## src/rtl/id_ex_stage.sv

```systemverilog
// ----------------------------------------------------------------------------
// id_ex_stage
//   ID/EX pipeline register of the pipelined MIPS core. It latches the
//   register-file operands, the decoded instruction fields and the control
//   bundle for EX. It inserts one bubble per load-use hazard, honours branch
//   flush and EX hold, and keeps a saturating bubble counter for perf debug.
//
//   Optional feature: define ID_EX_WB_BYPASS_EN to bypass write-back data
//   into the captured RS/RT operands. This covers the same-cycle
//   register-file write-then-read gap.
//
// Ports
//   clk_i, rst_i            clock, async active-low reset
//   id_*_i                  ID-stage instruction, PC+4, control and valid
//   rs_data_i, rt_data_i    register file read data
//   wb_we_i/addr_i/data_i   write-back port (used only by the bypass)
//   flush_i, ex_hold_i      branch kill, EX stall
//   ex_*_o                  registered EX-stage payload
//   hazard_stall_o          load-use stall to PC / IF-ID (combinational)
//   bubble_cnt_o            saturating count of inserted bubbles
// ----------------------------------------------------------------------------
module id_ex_stage #(
  parameter int unsigned CTRL_W      = 10,
  parameter int unsigned MEMREAD_BIT = 3,
  parameter int unsigned CNT_W       = 16
) (
  input  logic              clk_i,
  input  logic              rst_i,
  input  logic              id_valid_i,
  input  logic [31:0]       id_pc_plus4_i,
  input  logic [31:0]       id_instr_i,
  input  logic [CTRL_W-1:0] id_ctrl_i,
  input  logic [31:0]       rs_data_i,
  input  logic [31:0]       rt_data_i,
  input  logic              wb_we_i,
  input  logic [4:0]        wb_addr_i,
  input  logic [31:0]       wb_data_i,
  input  logic              flush_i,
  input  logic              ex_hold_i,
  output logic              ex_valid_o,
  output logic [31:0]       ex_pc_plus4_o,
  output logic [31:0]       ex_rs_data_o,
  output logic [31:0]       ex_rt_data_o,
  output logic [31:0]       ex_imm_o,
  output logic [4:0]        ex_rs_addr_o,
  output logic [4:0]        ex_rt_addr_o,
  output logic [4:0]        ex_rd_addr_o,
  output logic [CTRL_W-1:0] ex_ctrl_o,
  output logic              hazard_stall_o,
  output logic [CNT_W-1:0]  bubble_cnt_o
);

  localparam int unsigned REG_AW = 5;

  logic [REG_AW-1:0] id_rs_addr_c;
  logic [REG_AW-1:0] id_rt_addr_c;
  logic [31:0]       rs_capture_c;
  logic [31:0]       rt_capture_c;

  assign id_rs_addr_c = id_instr_i[25:21];
  assign id_rt_addr_c = id_instr_i[20:16];

  // Load in EX whose destination is read by ID. The RT match is made even for
  // instructions that ignore RT; the extra stall is harmless.
  assign hazard_stall_o = ex_valid_o && ex_ctrl_o[MEMREAD_BIT]
                       && (ex_rt_addr_o != REG_AW'(0))
                       && ((ex_rt_addr_o == id_rs_addr_c) || (ex_rt_addr_o == id_rt_addr_c))
                       && id_valid_i && !flush_i && !ex_hold_i;

`ifdef ID_EX_WB_BYPASS_EN
  // Write-back lands in the register file on the same edge we capture, so
  // take the write data directly. Register 0 is never a bypass source.
  assign rs_capture_c = (wb_we_i && (wb_addr_i != REG_AW'(0)) && (wb_addr_i == id_rs_addr_c))
                      ? wb_data_i : rs_data_i;
  assign rt_capture_c = (wb_we_i && (wb_addr_i != REG_AW'(0)) && (wb_addr_i == id_rt_addr_c))
                      ? wb_data_i : rt_data_i;
`else
  logic unused_wb;
  assign unused_wb    = ^{wb_we_i, wb_addr_i, wb_data_i};
  assign rs_capture_c = rs_data_i;
  assign rt_capture_c = rt_data_i;
`endif

  // Pipeline register: flush > hold > load-use bubble > normal load.
  always_ff @(posedge clk_i or negedge rst_i) begin
    if (!rst_i) begin
      ex_valid_o    <= 1'b0;
      ex_pc_plus4_o <= 32'(0);
      ex_rs_data_o  <= 32'(0);
      ex_rt_data_o  <= 32'(0);
      ex_imm_o      <= 32'(0);
      ex_rs_addr_o  <= REG_AW'(0);
      ex_rt_addr_o  <= REG_AW'(0);
      ex_rd_addr_o  <= REG_AW'(0);
      ex_ctrl_o     <= CTRL_W'(0);
      bubble_cnt_o  <= CNT_W'(0);
    end else if (flush_i) begin
      ex_valid_o <= 1'b0;
      ex_ctrl_o  <= CTRL_W'(0);
    end else if (!ex_hold_i) begin
      if (hazard_stall_o) begin
        ex_valid_o <= 1'b0;
        ex_ctrl_o  <= CTRL_W'(0);
        if (bubble_cnt_o != {CNT_W{1'b1}}) begin
          bubble_cnt_o <= bubble_cnt_o + CNT_W'(1);
        end
      end else begin
        ex_valid_o    <= id_valid_i;
        ex_pc_plus4_o <= id_pc_plus4_i;
        ex_rs_data_o  <= rs_capture_c;
        ex_rt_data_o  <= rt_capture_c;
        ex_imm_o      <= {{16{id_instr_i[15]}}, id_instr_i[15:0]};
        ex_rs_addr_o  <= id_rs_addr_c;
        ex_rt_addr_o  <= id_rt_addr_c;
        ex_rd_addr_o  <= id_instr_i[15:11];
        ex_ctrl_o     <= id_valid_i ? id_ctrl_i : CTRL_W'(0);
      end
    end
  end

endmodule

```

## config.mk

```make
export PLATFORM = sky130hd
export DESIGN_NAME = id_ex_stage
export DESIGN_NICKNAME = d
export VERILOG_FILES = /design/src/rtl/id_ex_stage.sv
export SDC_FILE = /design/constraint.sdc
export NUM_CORES = 1
export LEC_CHECK = 0
export CAP_MARGIN = 20
export CORE_MARGIN = 8
export CORE_UTILIZATION = 40
export CTS_CLUSTER_SIZE = 16
export DETAILED_ROUTE_END_ITERATION = 12
export PLACE_DENSITY = 0.93
export SLEW_MARGIN = 20
export SYNTH_ARGS = -nofsm -noshare
export SYNTH_HDL_FRONTEND = slang
export SYNTH_SLANG_ARGS = --single-unit
```

## constraint.sdc

```tcl
create_clock -name clk_i -period 3.6 [get_ports clk_i]
set_input_delay 0.72 -clock clk_i [delete_from_list [all_inputs] [get_ports clk_i]]
set_output_delay 0.72 -clock clk_i [all_outputs]
set_load 0.02 [all_outputs]
```

; Word-level counts from Yosys, hierarchy flattened
; Cells that the tools add are included.
[totals]
reg_bits = 154
latchBits = 0
ramBits = 0
romBits = 0
inputBits = 181
out_inout_bits = 171
word_cells = 37
n_memories = 0
[classes]
n_addsub = 1
mul = 0
div_mod_pow = 0
n_lt_le_gt_ge = 0
n_eq_ne = 4
n_shift = 0
n_mux = 7
bitwise_logic = 3
reduce_logical = 12
[ops]
columns = cell, n
row1 = $mux 10, 4
row2 = $add 16x1->16 const B, 1
row3 = $ne 16x16->1 const B, 1
row4 = $eq 5x5->1, 2
row5 = $logic_and 1x1->1, 6
row6 = $reduce_bool 5->1, 1
row7 = $reduce_and 4->1, 1
row8 = $mux 1, 3
row9 = $not 1->1, 3
row10 = $reduce_and 3->1, 1
row11 = $logic_not 1->1, 2
row12 = $ne 2x2->1 const B, 1
row13 = $logic_or 1x1->1, 1

; Longest topological paths before layout
[logic_depth]
ltp_word = 9
mapped_depth = 8

; Least setup slack after synthesis
; OpenSTA, ideal clock, no wires.
[synth_timing]
kind = input to output
start = input port id_instr_i[23]
end = output port hazard_stall_o
arrival_ps = 2028
t_required_ps = 2880
slack_ps = 852
cell_stages = 6
path_buffers = 1
cell_sequence = xor2_1 > nor3_1 > a22oi_2 > nand2b_1 > buf_2 > nor3_1
[synth_between]
elab_chain_cells = 6
[synth_rtl]
columns = item, line
row1 = from (decl), 31  ; input logic [31:0] id_instr_i,
row2 = $eq 5x5->1, 67  ; && ((ex_rt_addr_o == id_rs_addr_c) || (ex_rt_addr_o == id_rt_addr_c))
row3 = $logic_or 1x1->1, 67
row4 = $logic_and 1x1->1, 67
row5 = $logic_and 1x1->1 (3 in a row), 68  ; && id_valid_i && !flush_i && !ex_hold_i;
row6 = to (decl), 49  ; output logic hazard_stall_o,
; Every way passes these cells.

; Final worst setup path
; Ends and elaborated chain as after synthesis.

==> flow_summary_export.csv <==
group,metric,value,unit
grt,grt_pass1_vias,4940,
grt,grtUsageTotal,17.92,%
grt,antenna_found_initial,0,
synth,synth-async-reset-ratio,100.0,%
detailed_routing,first_iter_violations,147,
detailed_routing,drc,0,
power_and_ir_drop,max-vdd-ir-drop,0.3137,mV
critical_path,r2r_slack,1.13,ns
floorplan,io_pins,352,
power_and_ir_drop,p_sw_share,28.50,%
critical_path,crit_arrival,2.63,ns
critical_path,crit_fanout,2,
power_and_ir_drop,combPwrFrac,27.7,%
layout,num-fill-cells,1178,
clock_network,cts_buffers,17,
floorplan,start_util,40.97,%
sta,slew_violations,0,
synth,netlist_area,6531,sq um
job,cap_violations,0,
critical_path,cp-end-kind,"output pin",
critical_path,criticalPathCategory,"in -> out",
synth,synth_cell_type_count,34,
floorplan,coreArea,15940,sq um
critical_path,startpoint,"id_instr_i[23]",
layout,fin_nets,892,
layout,final_area,10150,sq um
synth,synth_top_area_share,57.09,%
layout,drive_above_1_share,22.96,%
detailed_routing,dr_total_vias,4566,
placement,port_buffers,307,
grt,grt_pass1_wl,28180,microns
clock_network,holdBufCountCts,0,
sta,max_freq,0.2981,GHz
synth,ys_top_cells_by_area,"dfrtp_1 57%, mux2_4 18%, mux2_2 7.4%",
sta,maxSlewHeadroom,55.29,%
critical_path,reg2regPathDepth,5,
placement,gp_congestion,0.8085,
critical_path,critPathLaunchType,"primary input",
clock_network,ctsRootBufferMaster,"clkbuf_16",
layout,syn_to_final_growth,55.44,%
sta,hold_viol,0,
placement,hpwl,14420,microns
sta,worst_pin_slew,0.6693,ns
detailed_routing,viasPerCell,4.863,
sta,period_share,93.19,%
clock_network,cts.sink_count,149,
detailed_routing,dr.pass1.iters,4,
synth,ys_ff_latch,149,
critical_path,timing.rr.start,"ex_rt_addr_o[1]$_DFFE_PN0P_",
detailed_routing,wire_per_inst,20.14,microns
power_and_ir_drop,p_seq_share,39.4,%
placement,dpl_cell_area,9589,sq um
clock_network,clkSlewWorstSetupHoldPaths,0.06,ns
clock_network,tritoncts,"built",
layout,num_antenna_cells,0,
clock_network,cts_resized,0,
floorplan,dieHeight,143.8,microns
detailed_routing,drt_wl_total,18910,microns
power_and_ir_drop,switching_power,1.467,mW
synth,synth.avg_cell_area,15.74,sq um
clock_network,clockBufferDepth,2,
synth,ys_seq_area_share,57.09,%
layout,layout.area.seq,3729,sq um
floorplan,fp.dieW,143.8,microns
critical_path,r2r_end,"ex_rs_data_o[29]$_DFFE_PN0P_",
clock_network,cts_setup_buffers,0,
critical_path,crit_required,2.88,ns
grt,grt_max_degree,76,
layout,fin_cells,939,
sta,rsz0062_at_grt,"no",
sta,fin_crit,3.355,ns
synth,yosysTopAreaCell,"dfrtp_1",
power_and_ir_drop,p_int,3.680,mW
clock_network,htree_levels,4,
power_and_ir_drop,leakage,4.353,nW
synth,synth_edf_count,0,
synth,synth_warnings,0,
floorplan,dieArea,20670,sq um
sta,setup_violations,0,
clock_network,insertion_delay,0.41,ns
sta,skew,0.008446,ns
hold_path,hold_class,"in -> async",
power_and_ir_drop,power_density,507.0,nW/um^2
synth,ys.flop_type,"dfrtp_1",
power_and_ir_drop,p_clk_share,32.9,%
floorplan,num_rows,46,
layout,finish.utilization,63.68,%
synth,syn_nets,597,
synth,synth_cells,415,
power_and_ir_drop,finalPower,5.147,mW
layout,multi_input_area,2407,sq um
placement,place_inst,907,
grt,grt.overflow.total,0,
detailed_routing,ant_nets,0,
outcome,run_status,"completed",
sta,tns,0,ns
[metal layers]
metal,share of wire [%],vias to the layer above,GRT usage [%]
li1,-,2048,-
met5,0,-,0
met4,1.4,0,6.087
met3,10,21,7.399
met1,38,2280,19.27
met2,51,217,31.24
[power groups by stage]
stage,clock network [mW],registers [mW],logic [mW]
finish,1.69,2.03,1.43
global route,1.81,2.05,1.50
CTS,1.73,2.03,1.45
detailed placement,0,2.05,1.44
global placement,0,2.03,1.42
floorplan,0,2.29,0.465
[Yosys cell counts, types with 2 or more instances]
| master | number |
|---|---|
| buf_4 | 26 |
| nor2_1 | 6 |
| nor3_1 | 10 |
| nand3_1 | 2 |
| a32o_1 | 9 |
| mux2_2 | 43 |
| inv_1 | 3 |
| mux2_4 | 80 |
| buf_12 | 9 |
| dfrtp_1 | 149 |
| nor2b_1 | 10 |
| nor3b_1 | 2 |
| clkbuf_1 | 2 |
| o2111ai_1 | 2 |
| xor2_1 | 23 |
| nor4_1 | 6 |
| and3_1 | 2 |
| nand4_1 | 5 |
| nand2_1 | 10 |
| xnor2_1 | 2 |
[worst max-delay path, cell delays in order]
cell             delay, ns
clkdlybuf4s50_1       0.45
xor2_1                0.16
nor3_1                0.22
a22oi_2               0.12
nand2b_1              0.18
nor3_1                0.14
clkdlybuf4s50_1       0.64
[state kept, by name (all words and copies together) (netlist names)]
name           flops
ex_valid_o         1
ex_imm_o          16
ex_ctrl_o         10
ex_pc_plus4_o     32
ex_rs_addr_o       5
bubble_cnt_o      16
ex_rt_addr_o       5
ex_rt_data_o      32
ex_rs_data_o      32
[through the flow]
step,hold slack (ns),worst slack [ns]
after floorplan,0.4244,0.8521
after detailed placement,0.4857,0.2453
after CTS,0.2085,0.2154
after global placement,0.4714,0.2392
final,0.2126,0.2453
after global routing,0.2108,0.08636
[layout make-up]
class                   count  area share [%]
flip-flops and latches    149           36.73
well taps                 216           2.662
clock buffers              22           4.572
multi-input cells         224           23.71
inverters                   3          0.1109
clock inverters            10          0.9736
repair buffers            315           31.24
[layout by cell type (no fill, tap or decap), drive strengths merged]
master	n
inv	5
clkinv	2
xor2	23
a22oi	1
clkinvlp	5
nand2	10
nor3b	2
a21oi	1
nor4b	1
nand3	2
ha	1
a31o	1
mux2	123
o2111ai	2
nand2b	1
nor3	10
nand4	5
o211ai	1
clkbuf	22
nor2	6
nor2b	10
nor4	6
o2111a	1
or4	2
o21ai	1
xnor2	2
clkdlybuf4s50	306
o21a	1
a32o	9
bufinv	1
buf	9
dfrtp	149
and3	2
[cells by family after synthesis]
kind of cell / Yosys count / share of synthesized area (%)
flops: 149 / 57.09
mux: 123 / 25.80
simple gates: 57 / 4.789
buf+inv: 42 / 6.168
xor+xnor: 25 / 3.352
compound gates: 18 / 2.605
fa+ha+maj: 1 / 0.1915
[worst max-delay path by stage]
stage,to,slack [ns],cells after the start
2_1_floorplan,hazard_stall_o,0.85,6
3_5_place_dp,hazard_stall_o,0.25,7
6_report,hazard_stall_o,0.25,7
4_1_cts,hazard_stall_o,0.22,7
3_3_place_gp,hazard_stall_o,0.24,7
5_1_grt,hazard_stall_o,0.09,7
Power figures use the tool's default switching activity.
